<file path="src/rtl/alu_seq_pkg.sv">
// Shared types and record layout for the ALU vector sequencer.
// A record is four bytes {opcode, operand 1, operand 2, expected result}.
package alu_seq_pkg;

  typedef enum logic [2:0] {
    IDLE  = 3'd0,
    FETCH = 3'd1,
    EVAL  = 3'd2,
    CHECK = 3'd3,
    DONE  = 3'd4
  } seq_state_e;

  localparam int OFF_OPC      = 0;
  localparam int OFF_V1       = 1;
  localparam int OFF_V2       = 2;
  localparam int OFF_EXP      = 3;
  localparam int REC_BYTES    = 4;
  localparam int FETCH_CYCLES = 5;
  localparam logic [7:0] SENTINEL = 8'hFF;

  function automatic logic rec_is_sentinel(input logic [7:0] b0, input logic [7:0] b1,
                                           input logic [7:0] b2, input logic [7:0] b3);
    return (b0 == SENTINEL) && (b1 == SENTINEL) && (b2 == SENTINEL) && (b3 == SENTINEL);
  endfunction

endpackage

</file>
<file path="src/rtl/alu_rec_fetch.sv">
// Reads one 4-byte record from a synchronous-read byte memory.
// go loads the base address; five cycles later the record is held in byte_q.
module alu_rec_fetch
  import alu_seq_pkg::*;
#(
  parameter int ADDR_W = 6
) (
  input  logic              clk,
  input  logic              rst,
  input  logic              go,
  input  logic [ADDR_W-1:0] base_addr,
  input  logic [7:0]        mem_rdata,
  output logic [ADDR_W-1:0] mem_addr,
  output logic [2:0]        rec_opc,
  output logic [7:0]        rec_v1,
  output logic [7:0]        rec_v2,
  output logic [7:0]        rec_exp,
  output logic              rec_valid,
  output logic              is_sentinel
);

  logic              active_q, active_d;
  logic [2:0]        k_q, k_d;
  logic [ADDR_W-1:0] addr_q, addr_d;
  logic [7:0]        byte_q [REC_BYTES];
  logic [7:0]        byte_d [REC_BYTES];
  logic [1:0]        cap_idx;

  // Data for address base+k-1 arrives in cycle k, one behind the address.
  assign cap_idx = 2'(k_q - 3'd1);

  always_comb begin
    active_d = active_q;
    k_d      = k_q;
    addr_d   = addr_q;
    for (int i = 0; i < REC_BYTES; i++) byte_d[i] = byte_q[i];
    if (go) begin
      active_d = 1'b1;
      k_d      = 3'd0;
      addr_d   = base_addr;
    end else if (active_q) begin
      if (k_q != 3'd0) byte_d[cap_idx] = mem_rdata;
      if (k_q < 3'(REC_BYTES - 1)) addr_d = addr_q + ADDR_W'(1);
      if (k_q == 3'(FETCH_CYCLES - 1)) active_d = 1'b0;
      else k_d = k_q + 3'd1;
    end
  end

  always_ff @(posedge clk or posedge rst) begin
    if (rst) begin
      active_q <= 1'b0;
      k_q      <= '0;
      addr_q   <= '0;
      for (int i = 0; i < REC_BYTES; i++) byte_q[i] <= '0;
    end else begin
      active_q <= active_d;
      k_q      <= k_d;
      addr_q   <= addr_d;
      for (int i = 0; i < REC_BYTES; i++) byte_q[i] <= byte_d[i];
    end
  end

  assign mem_addr    = addr_q;
  assign rec_valid   = active_q && (k_q == 3'(FETCH_CYCLES - 1));
  assign rec_opc     = byte_q[OFF_OPC][2:0];
  assign rec_v1      = byte_q[OFF_V1];
  assign rec_v2      = byte_q[OFF_V2];
  assign rec_exp     = byte_q[OFF_EXP];
  assign is_sentinel = rec_is_sentinel(byte_q[OFF_OPC], byte_q[OFF_V1],
                                       byte_q[OFF_V2], byte_q[OFF_EXP]);

endmodule

</file>
<file path="src/rtl/alu_vector_sequencer.sv">
// On-chip ALU self-test: walks vector records, drives the ALU and scores the results.
// state | meaning
// IDLE  | waiting for start
// FETCH | reading the 4 bytes of the current record
// EVAL  | sentinel test, then ALU inputs and expected byte are loaded
// CHECK | ALU result compared with expected byte, counters updated
// DONE  | run finished, counters held until next start
module alu_vector_sequencer
  import alu_seq_pkg::*;
#(
  parameter int ADDR_W    = 6,
  parameter int DEPTH     = 64,
  parameter int MAX_TESTS = 10,
  parameter int CNT_W     = 8
) (
  input  logic              clk,
  input  logic              rst,
  input  logic              start,
  output logic [ADDR_W-1:0] mem_addr,
  input  logic [7:0]        mem_rdata,
  output logic [2:0]        alu_opc,
  output logic [7:0]        alu_v1,
  output logic [7:0]        alu_v2,
  input  logic [7:0]        alu_out,
  output logic              busy,
  output logic              done,
  output logic [CNT_W-1:0]  test_num,
  output logic [CNT_W-1:0]  pass_cnt,
  output logic [CNT_W-1:0]  fail_cnt,
  output logic              fail_pulse,
  output logic [CNT_W-1:0]  fail_index
);

  seq_state_e        state_q, state_d;
  logic [ADDR_W-1:0] base_q, base_d;
  logic [CNT_W-1:0]  test_num_q, test_num_d;
  logic [CNT_W-1:0]  pass_cnt_q, pass_cnt_d;
  logic [CNT_W-1:0]  fail_cnt_q, fail_cnt_d;
  logic [CNT_W-1:0]  fail_index_q, fail_index_d;
  logic [2:0]        opc_q, opc_d;
  logic [7:0]        v1_q, v1_d;
  logic [7:0]        v2_q, v2_d;
  logic [7:0]        exp_q, exp_d;
  logic              fetch_go;
  logic              last_rec;
  logic              rec_valid;
  logic              is_sentinel;
  logic [2:0]        rec_opc;
  logic [7:0]        rec_v1, rec_v2, rec_exp;

  function automatic logic [CNT_W-1:0] sat_inc(input logic [CNT_W-1:0] v);
    return (&v) ? v : v + CNT_W'(1);
  endfunction

  alu_rec_fetch #(.ADDR_W(ADDR_W)) u_fetch (
    .clk         (clk),
    .rst         (rst),
    .go          (fetch_go),
    .base_addr   (base_d),
    .mem_rdata   (mem_rdata),
    .mem_addr    (mem_addr),
    .rec_opc     (rec_opc),
    .rec_v1      (rec_v1),
    .rec_v2      (rec_v2),
    .rec_exp     (rec_exp),
    .rec_valid   (rec_valid),
    .is_sentinel (is_sentinel)
  );

  // Stop when the cap is reached or the following record would run past the memory.
  assign last_rec = (int'(test_num_q) + 1 == MAX_TESTS) ||
                    (int'(base_q) + 2 * REC_BYTES - 1 > DEPTH - 1);

  always_ff @(posedge clk or posedge rst) begin
    if (rst) state_q <= IDLE;
    else     state_q <= state_d;
  end

  always_ff @(posedge clk or posedge rst) begin
    if (rst) begin
      base_q       <= '0;
      test_num_q   <= '0;
      pass_cnt_q   <= '0;
      fail_cnt_q   <= '0;
      fail_index_q <= '0;
      opc_q        <= '0;
      v1_q         <= '0;
      v2_q         <= '0;
      exp_q        <= '0;
    end else begin
      base_q       <= base_d;
      test_num_q   <= test_num_d;
      pass_cnt_q   <= pass_cnt_d;
      fail_cnt_q   <= fail_cnt_d;
      fail_index_q <= fail_index_d;
      opc_q        <= opc_d;
      v1_q         <= v1_d;
      v2_q         <= v2_d;
      exp_q        <= exp_d;
    end
  end

  always_comb begin
    state_d      = state_q;
    base_d       = base_q;
    test_num_d   = test_num_q;
    pass_cnt_d   = pass_cnt_q;
    fail_cnt_d   = fail_cnt_q;
    fail_index_d = fail_index_q;
    opc_d        = opc_q;
    v1_d         = v1_q;
    v2_d         = v2_q;
    exp_d        = exp_q;
    fetch_go     = 1'b0;
    case (state_q)
      IDLE, DONE: begin
        if (start) begin
          state_d      = FETCH;
          base_d       = '0;
          test_num_d   = '0;
          pass_cnt_d   = '0;
          fail_cnt_d   = '0;
          fail_index_d = '0;
          fetch_go     = 1'b1;
        end
      end
      FETCH: begin
        if (rec_valid) state_d = EVAL;
      end
      EVAL: begin
        if (is_sentinel) begin
          state_d = DONE;
        end else begin
          opc_d   = rec_opc;
          v1_d    = rec_v1;
          v2_d    = rec_v2;
          exp_d   = rec_exp;
          state_d = CHECK;
        end
      end
      CHECK: begin
        if (alu_out == exp_q) begin
          pass_cnt_d = sat_inc(pass_cnt_q);
        end else begin
          fail_cnt_d   = sat_inc(fail_cnt_q);
          fail_index_d = test_num_q;
        end
        test_num_d = sat_inc(test_num_q);
        base_d     = base_q + ADDR_W'(REC_BYTES);
        if (last_rec) begin
          state_d = DONE;
        end else begin
          state_d  = FETCH;
          fetch_go = 1'b1;
        end
      end
      default: state_d = IDLE;
    endcase
  end

  always_comb begin
    busy       = 1'b0;
    done       = 1'b0;
    fail_pulse = 1'b0;
    case (state_q)
      FETCH, EVAL: busy = 1'b1;
      CHECK: begin
        busy       = 1'b1;
        fail_pulse = (alu_out != exp_q);
      end
      DONE:    done = 1'b1;
      default: ;
    endcase
  end

  assign alu_opc    = opc_q;
  assign alu_v1     = v1_q;
  assign alu_v2     = v2_q;
  assign test_num   = test_num_q;
  assign pass_cnt   = pass_cnt_q;
  assign fail_cnt   = fail_cnt_q;
  assign fail_index = fail_index_q;

endmodule

</file>
<file path="config.mk">
export PLATFORM = sky130hd
export DESIGN_NAME = alu_vector_sequencer
export DESIGN_NICKNAME = d
export VERILOG_FILES = /design/src/rtl/alu_seq_pkg.sv /design/src/rtl/alu_rec_fetch.sv /design/src/rtl/alu_vector_sequencer.sv
export SDC_FILE = /design/constraint.sdc
export NUM_CORES = 1
export LEC_CHECK = 0
export BUFFER_PORTS_ARGS = -buffer_cell sky130_fd_sc_hd__buf_4
export CAP_MARGIN = 20
export CORE_MARGIN = 1
export CORE_UTILIZATION = 35
export DETAILED_ROUTE_END_ITERATION = 10
export PLACE_DENSITY = 0.51
export SLEW_MARGIN = 25
export SYNTH_ARGS = -nofsm -noshare
export SYNTH_HDL_FRONTEND = slang
export SYNTH_SLANG_ARGS = --single-unit
</file>
<file path="constraint.sdc">
create_clock -name clk -period 7.4 [get_ports clk]
set_clock_uncertainty 0.05 [all_clocks]
set_input_delay 0.37 -clock clk [delete_from_list [all_inputs] [get_ports clk]]
set_output_delay 0.37 -clock clk [all_outputs]
set_load 0.005 [all_outputs]
</file>
# Word-level counts from Yosys, hierarchy flattened
# Index checks and enable logic that the tools add are counted.
op_classes:
  bitwise: 3
  addsub: 10
  n_mux: 36
  n_lt_le_gt_ge: 4
  eq_ne: 20
  reduce_logical: 25
op_table:
  columns: ["op", "n"]
  rows:
  - ["8-bit 2-to-1 mux", 8]
  - ["8-bit one-hot mux with 2 select lines", 4]
  - ["32-bit bitwise mux", 1]
  - ["8-bit == test, second input constant", 4]
  - ["8-bit by 1-bit adder with 8-bit output, second input constant", 3]
  - ["6-bit 2-to-1 mux", 4]
  - ["8-bit AND reduction", 3]
  - ["3-bit 2-to-1 mux", 7]
  - ["8-bit demux with 2-bit select", 1]
  - ["2-bit != test, second input constant", 8]
  - ["3-bit one-hot mux with 4 select lines", 1]
  - ["6-bit one-hot mux with 2 select lines", 1]
  - ["8-bit by 1-bit adder with 9-bit output, second input constant", 1]
  - ["9-bit by 4-bit == test with 1-bit output, second input constant", 1]
  - ["3-bit AND reduction", 3]
  - ["8-bit == test", 1]
  - ["8-bit by 7-bit > comparator with 1-bit output, second input constant", 1]
  - ["1-bit 2-to-1 mux", 8]
  - ["8-bit != test", 1]
  - ["2-bit AND reduction", 4]
  - ["4-bit AND reduction", 2]
  - ["7-bit by 1-bit subtractor with 8-bit output, second input constant", 1]
  - ["6-bit by 4-bit adder with 7-bit output, second input constant", 1]
  - ["6-bit by 1-bit adder with 6-bit output, second input constant", 1]
  - ["other kinds (19)", 28]
word_totals:
  inputBits: 19
  word_cells: 115
  reg_bits: 110
  out_inout_bits: 60

# Logic depth before layout (Yosys ltp)
# Gate-level depths: netlist (run 1).
depth:
  word_depth: 8
  ltp_mapped: 8

# Modules after synthesis
# From an unflattened synthesis (run 1), not the netlist that was laid out.
hier_totals:
  hier_cells: 461
  area_unflattened_um2: 5327.6
modules_own_cells:
  columns: ["module", "area_per_inst_um2", "instances", "cells_per_inst"]
  rows:
  - ["alu_vector_sequencer", 3263.1, 1, 290]
  - ["alu_rec_fetch", 2064.5, 1, 171]

# Least setup slack after synthesis (run 1)
# No wires, ideal clock.
synth_path:
  kind: "flip-flop to flip-flop"
  startpoint: "register test_num_q[0] (netlist: test_num[0])"
  endpoint: "register u_fetch.byte_q, in the netlist u_fetch.rec_exp[0]"
  synth_period_minus_slack_ns: 2.562
  slack_ns: 4.838
  path_stages_with_launch: 8
  n_path_buf: 1
  arrival_ns: 2.387
  setup_time_ns: 0.125
  path_cell_list: "dfrtp_1 > ha_1 > or4b_2 > o21ai_2 > a21boi_2 > or3_1 > buf_6 > mux2_4"
synth_via:
  elab_chain_cells: 7
synth_lines:
  columns: ["element", "line", "rtl"]
  rows:
  - ["start: declaration", "alu_vector_sequencer.sv:36", "logic [CNT_W-1:0] test_num_q, test_num_d;"]
  - ["start signal: assignment", "alu_vector_sequencer.sv:92", "test_num_q <= test_num_d;"]
  - ["8-bit by 1-bit adder with 9-bit output", "alu_vector_sequencer.sv:71", "assign last_rec = (int'(test_num_q) + 1 == MAX_TESTS) ||"]
  - ["9-bit by 4-bit == test with 1-bit output", "alu_vector_sequencer.sv:71", null]
  - ["1-bit logical OR", "alu_vector_sequencer.sv:71", null]
  - ["1-bit 2-to-1 mux", "alu_vector_sequencer.sv:150", "if (last_rec) begin"]
  - ["1-bit one-hot mux with 2 select lines", "alu_vector_sequencer.sv:115", "case (state_q)"]
  - ["1-bit NOT (no line)", null, null]
  - ["3-bit AND reduction (no line)", null, null]
  - ["end: declaration", "alu_rec_fetch.sv:25", "logic [7:0] byte_q [REC_BYTES];"]
# Every way passes these cells.
# A chain may end at the register's enable or synchronous reset.

# Worst setup path after layout (run 1)
layout_path:
  startpoint: "register test_num_q[0] (netlist: test_num[0])"
  endpoint: "register u_fetch.byte_q, in the netlist u_fetch.rec_exp[3]"
# The elaborated chain is that of the path after synthesis.

==> flow_summary.toml, run 1 <==
[run_status]
status = "finished, final reports clean"

[yosys]
async_flop_share_pct = 100
synthesis.nets = 466
yosys-top-cells-count = "dfrtp_1 (110), mux2_2 (55), nand2_1 (31)"
synth.avg_cell_area_um2 = 11.9
syn_inst = 435
synth-seq-area-share_pct = 53.1
ys_types = 63
ys_seq_elements = 110
ys_top_cells_by_area = "dfrtp_1 (53%), mux2_2 (12%), ha_1 (2.9%), mux2_4 (2.3%), nand2_1 (2.2%)"
synth-edff-count = 0
synth_top_flop_cell = "dfrtp_1"
synth_top_area_share_pct = 53.1
netlist_area_um2 = 5180
synth_most_common_cell = "dfrtp_1"
synth_warnings = 0
synth_top_cell_by_area = "dfrtp_1"

[placed_design]
pre_cts_slack_ns = 4.54
dp_hpwl_um = 8000
port_buffers = 78
gp_congestion = 0.795
place_area_um2 = 5950

[timing]
hold_ws_ns = 0.188
timing.final.crit_period_ns = 2.85
fin_ws_ns = 4.55
setup_tns_ns = 0
setup_viol = 0
grt_setup_unrepaired = "no"
fmax_mhz = 351
relSlewSlack_pct = 41.8
final_hold_viol_count = 0
min_period_over_period_pct = 38.5
worst_slew_pin_slew_ns = 0.867
maxSlewViolCount = 0

[worst_hold_path]
min_path_type = "in2reg"
min_from = "start"
whs_endpoint = "state_q[2]$_DFFE_PP0P_"
min_path_cells = 2

[routing]
drc = 0
dr.pass1.iters = 4
vias = 3652
ant_nets = 0
vias_per_cell = 5.21
wl_per_cell_um = 16.2
drtIter0Drc = 183
drt_wl_total_um = 11400

[cts]
clk_pin_slew_ns = 0.08
cts_tree = "built"
clockRootBuffer = "clkbuf_16"
cts.repair.resized = 0
clk_path_buf_depth = 2
clock-sinks = 110
cts_max_level = 3
cts_buffers = 9
postCtsSetupRepairBufs = 0
ctsHoldBuffers = 1
clock_latency_ns = 0.35

[die]
rows = 44
dieArea_um2 = 15300
die_w_um = 124
die_h_um = 124
start_util_pct = 35.8
ios = 79
coreArea_um2 = 14500

[worst_setup_path]
worstSetupEndpointType = "flip-flop"
startpoint_type = "flip-flop"
r2r_cells = 6
worst-path-buf-inv = 0
critPathLaunch = "test_num[0]$_DFFE_PP0P_"
crit_type = "reg2reg"
critical_path_required_ns = 7.59
critPathMaxFanout = 9
critical_path_arrival_ns = 3.04
r2r-end = "u_fetch.rec_exp[3]$_DFFE_PP0P_"
r2r-start = "test_num[0]$_DFFE_PP0P_"
critical-path-max-stage-delay_ns = 0.66
path_depth = 6
crit_chain = "ha_1, or4b_2, o21ai_2, a21boi_2, or3_1, mux2_4"
crit_path_top_delay_cell = "or4b_2"
crit_family = "simple AND/OR/NAND/NOR gates"
r2r_slack_ns = 4.55

[grt]
grt_first_pass_wirelength_um = 18400
gr-total-overflow = 0
grt_usage_pct = 15.9
antenna_found_initial = 0
grt_pass1_vias = 3502
grt_max_degree = 84

[layout]
drive_gt1_share_pct = 34.2
design_area_um2 = 6290
n_antenna_cell = 0
areaGrowthSynthToFinish_pct = 21.4
fin_nets = 543

[power]
ir_drop_mv = 0.166
power_per_cell_area_nw_per_um2 = 349
p_leak_nw = 2.95

[job]
maxCapViolCount = 0
worst max path at each step:
stage,to,slack [ns]
floorplan,alu_opc[0]$_DFFE_PP0P_,4.08
global placement,u_fetch.rec_exp[5]$_DFFE_PP0P_,4.63
detailed placement,u_fetch.rec_exp[6]$_DFFE_PP0P_,4.54
CTS,u_fetch.rec_exp[3]$_DFFE_PP0P_,4.53
global route,u_fetch.rec_v1[3]$_DFFE_PP0P_,4.45
finish,u_fetch.rec_exp[3]$_DFFE_PP0P_,4.55
per-layer routing:
metal	track usage [%]	vias to the layer above	part of all wire (%)
li1	-	1731	-
met4	6.10	0	1.3
met5	0	-	0
met1	21.7	1841	47
met3	3.30	9	4.1
met2	24.9	71	47
per-stage QoR:
step	instances	power, mW	util (%)
floorplan	435	1.42	-
global placement	684	1.67	41.1
detailed placement	684	1.69	41.1
CTS	701	2.23	43.4
global route	701	2.34	43.4
finish	701	2.19	43.4
cell usage in the layout, fill, tap and decap left out, drive strengths merged, types with 9 or more instances in the layout:
master  synthesis  layout
a21oi          15      15
buf             5      82
clkbuf         12      10
dfrtp         110     110
ha             12      12
inv            15      17
mux2           65      65
mux2i          10      10
nand2          31      31
nand3          14      14
nand4          15      15
nor2           21      21
o21ai          18      18
xor2            9       9
worst reg2reg max path: cells and delay by family (launching register included):
family | cells | cell delay, ns
AND/OR/NAND/NOR | 2 | 1.26
flip-flops | 1 | 0.49
multiplexers | 1 | 0.38
adder cells (fa/ha/maj) | 1 | 0.31
AO/OA/AOI/OAI | 2 | 0.23
kinds of logic (layout without fill, tap and decap cells):
family	after synthesis	count (layout)	share of synthesized area, %
AOI/OAI and AO/OA	64	64	8.48
xor gates and xnor gates	14	14	2.37
and+or+nand+nor	128	128	13.9
buffers and inverters	32	114	2.58
adders and majority gates	12	12	2.90
muxes	75	75	16.6
DFF	110	110	53.1
where the power goes:
group / total [mW] / internal, mW / switching [mW]
Clock: 0.527 / 0.300 / 0.227
Combinational: 0.692 / 0.381 / 0.312
Sequential: 0.973 / 0.801 / 0.172
state kept, by name, indices dropped and copies added, names as in the netlist:
name	flops
u_fetch.rec_v1	8
pass_cnt	8
exp_q	8
u_fetch.rec_opc	3
u_fetch.mem_addr	6
u_fetch.rec_exp	8
u_fetch.byte_q	5
u_fetch.k_q	3
fail_index	8
fail_cnt	8
u_fetch.active_q	1
alu_opc	3
test_num	8
state_q	3
alu_v1	8
base_q	6
u_fetch.rec_v2	8
alu_v2	8
final cells by class:
type	instances	area [um^2]
flip-flops and latches	110	2750
repair buffers	83	629
clock inverters	6	92.6
well taps	184	230
multi-input cells	293	2290
fillers	1397	8190
clock buffers	10	229
inverters	15	58.8
Note: power is estimated with default switching activity, not from simulation.
==> run 2, diff against run 1 <==
Clock period 7.4 ns to 2.9 ns, I/O delays scaled along.
==> flow_summary.toml, run 2 (synthesized netlist as in run 1, its figures left out) <==
[run_status]
status = "finished, final reports clean"

[cts]
clock-sinks = 110
clk_path_buf_depth = 2
cts_buffers = 9
cts_max_level = 3
clock_latency_ns = 0.36
clk_pin_slew_ns = 0.07
clockRootBuffer = "clkbuf_16"
cts_tree = "built"

[routing]
drtIter0Drc = 229
dr.pass1.iters = 4
wl_per_cell_um = 16.0
drt_wl_total_um = 11600
ant_nets = 0
drc = 0
vias_per_cell = 5.10
vias = 3678

[grt]
antenna_found_initial = 0
grt_use_met2_pct = 26.3
grt_pass1_vias = 3605
grt_first_pass_wirelength_um = 18600
use_met1_pct = 21.1
grt_usage_pct = 16.1
gr-total-overflow = 0
grt_max_degree = 53
busiest_layer = "met2"
grt_util_met3_pct = 4.30

[die]
dieArea_um2 = 15300
coreArea_um2 = 14500
ios = 79
die_h_um = 124
start_util_pct = 35.8
die_w_um = 124
rows = 44

[timing]
min_period_over_period_pct = 94.1
setup_tns_ns = 0
worst_slew_pin_slew_ns = 0.675
relSlewSlack_pct = 54.6
grt_setup_unrepaired = "no"
setup_viol = 0
maxSlewViolCount = 0
timing.final.crit_period_ns = 2.73
final_hold_viol_count = 0
fmax_mhz = 366

[power]
clkPwrFrac_pct = 23.1
pwr-share-comb_pct = 33.0
p_sw_mw = 1.83
power_per_cell_area_nw_per_um2 = 869
swShare_pct = 32.6
ir_drop_mv = 0.475
p_leak_nw = 3.05
internal-power_mw = 3.79
seqPwrFrac_pct = 43.9

[layout]
fin_nets = 563
fillers = 1385
n_antenna_cell = 0
drive_gt1_share_pct = 35.8
areaGrowthSynthToFinish_pct = 24.8
final_cell_mix = "dfrtp_1 (110), buf_4 (94), mux2_2 (55), nand2_1 (31), nor2_1 (21)"
final_common_cell = "dfrtp_1"
design_area_um2 = 6470

[placed_design]
dp_hpwl_um = 8230
place_area_um2 = 6060
port_buffers = 78
gp_congestion = 0.803

[worst_setup_path]
worstSetupEndpointType = "flip-flop"
crit_chain = "inv_1, ha_1, or4b_4, a311oi_4, a21boi_2, or3_1, mux2_4"
critical_path_arrival_ns = 2.92
crit_type = "reg2reg"
critical_path_required_ns = 3.09
critPathMaxFanout = 8
startpoint_type = "flip-flop"
critical-path-max-stage-delay_ns = 0.58
crit_path_top_delay_cell = "or3_1"

[job]
maxCapViolCount = 0

[worst_hold_path]
min_path_type = "in2reg"
## run 2: cell types whose count changed in the layout (fill, tap and decap cells not counted), sizes merged
cell	previous run	this run
buf	82	96
dlygate4sd3	1	7
clkinvlp	1	2
bufinv	2	1
## run 2: final cells by class
type / instances / area, um^2 / area share [%]
flip-flops and latches: 110 / 2750 / 42.6
multi-input cells: 293 / 2290 / 35.5
repair buffers: 103 / 816 / 12.6
clock buffers: 10 / 239 / 3.70
well taps: 184 / 230 / 3.56
clock inverters: 6 / 75.1 / 1.16
inverters: 15 / 60.1 / 0.929
## run 2: timing repair
action,CTS,global route
gates resized for setup,0,0
hold buffers,7,0
hold endpoints to repair,45,0
buffers inserted,0,0
## run 2: per-stage QoR
stage	std cells	setup WS (ns)	util, %	power, mW	hold slack [ns]
final	721	0.170	44.7	5.62	0.00457
after global routing	721	0.0425	44.7	6.00	0.00603
after detailed placement	697	0.173	41.9	4.38	0.339
after global placement	697	0.232	41.9	4.32	0.338
after floorplan	435	0.338	-	3.62	0.202
after CTS	720	0.154	44.5	5.70	0.00328
## run 2: path summary, 6_finish.rpt
kind	start	endpoint	slack, ns	cells after the start
max	test_num[1]$_DFFE_PP0P_	u_fetch.rec_exp[4]$_DFFE_PP0P_	0.17	7
min	mem_rdata[3]	u_fetch.rec_v2[3]$_DFFE_PP0P_	0.005	2
max reg2reg	test_num[1]$_DFFE_PP0P_	u_fetch.rec_exp[4]$_DFFE_PP0P_	0.17	7
min reg2reg	u_fetch.byte_q[31]$_DFFE_PP0P_	u_fetch.byte_q[31]$_DFFE_PP0P_	0.46	1
max in group asynchronous	rst	fail_cnt[1]$_DFFE_PP0P_	1.72	5
min in group asynchronous	rst	fail_index[4]$_DFFE_PP0P_	0.28	3
## run 2: critical path, delay by kind of cell (launching register included)
kind,cells,cell delay (ns)
and+or+nand+nor,2,1.05
AOI/OAI and AO/OA,2,0.46
DFF,1,0.45
muxes,1,0.38
adders and majority gates,1,0.14
buffers and inverters,1,0.09
## run 2: metal layers
layer	routed length [um]	part of all wire [%]
met1	5390	47
met2	5580	48
met3	466	4.0
met4	121	1.0
met5	0	0
## run 2: power by group through the flow
| stage | sequential [mW] | clock [mW] | combinational (mW) |
|---|---|---|---|
| final | 2.47 | 1.30 | 1.85 |
| after global placement | 2.49 | 0 | 1.84 |
| after floorplan | 2.37 | 0 | 1.24 |
| after CTS | 2.48 | 1.34 | 1.89 |
| after global routing | 2.55 | 1.39 | 2.06 |
| after detailed placement | 2.50 | 0 | 1.87 |
==> run 3, diff against run 2 <==
Settings changed: ABC_AREA from default to 1, PLACE_DENSITY 0.51 to 0.5.
==> flow_summary.toml, run 3 <==
[grt]
grt_usage_pct = 17.6
gr-total-overflow = 0
grt_max_degree = 74
grt_first_pass_wirelength_um = 21900
grt_pass1_vias = 4261
antenna_found_initial = 0

[worst_setup_path]
crit_type = "reg2reg"
worstSetupEndpointType = "flip-flop"
r2r_cells = 12
critPathMaxFanout = 9
r2r_slack_ns = 0.66
critical_path_arrival_ns = 2.44
r2r-start = "test_num[0]$_DFFE_PP0P_"
startpoint_type = "flip-flop"
r2r-end = "u_fetch.rec_v1[5]$_DFFE_PP0P_"
critical_path_required_ns = 3.09

[layout]
fin_nets = 786
final_cell_mix = "nand2_1 (236), dfrtp_1 (110), buf_4 (87), inv_1 (73), nand3_1 (52)"
fillers = 1471
drive_gt1_share_pct = 16.0
n_antenna_cell = 0
areaGrowthSynthToFinish_pct = 22.6
final_common_cell = "nand2_1"

[routing]
drt_wl_total_um = 13400
ant_nets = 0
dr.pass1.iters = 5
drtIter0Drc = 270
drc = 0
vias_per_cell = 4.86
vias = 4575
wl_per_cell_um = 14.2

[timing]
min_period_over_period_pct = 77.4
fmax_mhz = 446
timing.final.crit_period_ns = 2.24
relSlewSlack_pct = 35.3
worst_slew_pin_slew_ns = 0.965
grt_setup_unrepaired = "no"
final_hold_viol_count = 0
fin_ws_ns = 0.657
setup_tns_ns = 0
setup_viol = 0
maxSlewViolCount = 0

[yosys]
syn_inst = 661
ys_types = 36
async_flop_share_pct = 100
synth_top_area_share_pct = 51.3
synth_top_cell_by_area = "dfrtp_1"
netlist_area_um2 = 5360
synth-seq-area-share_pct = 51.3
synthesis.nets = 692
ys_top_cells_by_area = "dfrtp_1 (51%), nand2_1 (17%), inv_1 (5.2%), nand3_1 (4.9%), ha_1 (2.8%)"
synth_top_flop_cell = "dfrtp_1"
synth-edff-count = 0
synth_most_common_cell = "nand2_1"
ys_seq_elements = 110
synth.avg_cell_area_um2 = 8.11
yosys-top-cells-count = "nand2_1 (236), dfrtp_1 (110), inv_1 (74)"
synth_warnings = 0

[worst_hold_path]
min_path_cells = 4
min_from = "start"
whs_endpoint = "fail_cnt[2]$_DFFE_PP0P_"
min_path_type = "in2reg"

[cts]
clock_latency_ns = 0.35
cts.repair.resized = 0
clk_pin_slew_ns = 0.07
clock-sinks = 110
cts_tree = "built"
clk_path_buf_depth = 2
cts_buffers = 9
postCtsSetupRepairBufs = 0
ctsHoldBuffers = 9
cts_max_level = 3
clockRootBuffer = "clkbuf_16"

[die]
die_w_um = 126
dieArea_um2 = 15800
ios = 79
rows = 44
start_util_pct = 36.3
coreArea_um2 = 14800
die_h_um = 126

[power]
total_power_mw = 5.80
power_per_cell_area_nw_per_um2 = 883
p_leak_nw = 3.40
ir_drop_mv = 0.426

[placed_design]
port_buffers = 78
gp_congestion = 0.792
pre_cts_slack_ns = 0.662
dp_hpwl_um = 9750

[job]
maxCapViolCount = 0

[run_status]
status = "finished, final reports clean"
[run 3: changes by cell type after synthesis, sizes merged, moves of 5 or more]
cell / delta
nor2b: -5
buf: +7
nand3: +41
nand2: +207
nor2: +25
clkbuf: -10
inv: +62
mux2: -65
and2: -5
nand4: +5
mux2i: -9
o21ai: +11
[run 3: through the flow]
step,hold WS (ns),utilization [%],area [um^2],instances
floorplan,0.205,-,5370,661
global placement,0.253,42.0,6200,919
detailed placement,0.252,42.0,6200,919
CTS,0.162,44.6,6570,942
global route,0.188,44.6,6570,942
finish,0.162,44.6,6570,942
[run 3: logic make-up after synthesis]
| group | Yosys count | share of synthesized area (%) |
|---|---|---|
| and+or+nand+nor | 375 | 30.7 |
| DFF | 110 | 51.3 |
| buffers and inverters | 91 | 6.77 |
| AOI/OAI and AO/OA | 59 | 6.11 |
| xor gates and xnor gates | 13 | 2.12 |
| adders and majority gates | 12 | 2.80 |
| muxes | 1 | 0.187 |
[run 3: how the worst max path moves through the flow]
stage	start	endpoint	cells after the start
finish	test_num[0]$_DFFE_PP0P_	u_fetch.rec_v1[5]$_DFFE_PP0P_	12
global route	test_num[0]$_DFFE_PP0P_	u_fetch.rec_v1[5]$_DFFE_PP0P_	12
CTS	test_num[0]$_DFFE_PP0P_	u_fetch.rec_v1[5]$_DFFE_PP0P_	12
detailed placement	test_num[0]$_DFFE_PP0P_	u_fetch.rec_v1[1]$_DFFE_PP0P_	12
global placement	test_num[0]$_DFFE_PP0P_	u_fetch.rec_exp[5]$_DFFE_PP0P_	14
floorplan	test_num[0]$_DFFE_PP0P_	u_fetch.byte_q[27]$_DFFE_PP0P_	12
[run 3: critical path, stage by stage, from the launching register on]
cell and delay, ns:
dfrtp_1 0.48, ha_1 0.23, nand2_1 0.09, nor2_2 0.11, nand2_1 0.07, nand2_1 0.06
nand2_1 0.07, nor2_2 0.11, nand3_2 0.10, nand3_4 0.15, nand4_1 0.36, nand2_1 0.18
nand2_1 0.07
[run 3: area by class of cell]
class / instances / area [um^2] / area share (%)
Clock buffer: 11 / 243 / 3.69
Clock inverter: 3 / 43.8 / 0.666
Inverter: 77 / 295 / 4.49
Multi-Input combinational cell: 460 / 2250 / 34.2
Sequential cell: 110 / 2750 / 41.9
Tap cell: 184 / 230 / 3.50
Timing Repair Buffer: 97 / 763 / 11.6
[run 3: metal layers]
layer / routed length, um / vias to the layer above / GRT usage, % / share of wire (%)
met2: 5740 / 84 / 25.8 / 43
met1: 6930 / 2182 / 25.9 / 52
met5: 0 / - / 0 / 0
li1: - / 2295 / - / -
met4: 221 / 0 / 7.30 / 1.7
met3: 462 / 14 / 2.76 / 3.5
[run 3: power by group]
group | total [mW] | internal, mW | switching [mW]
Combinational | 2.10 | 0.830 | 1.27
Sequential | 2.46 | 2.04 | 0.417
Clock | 1.25 | 0.687 | 0.559
Total | 5.80 | 3.56 | 2.24
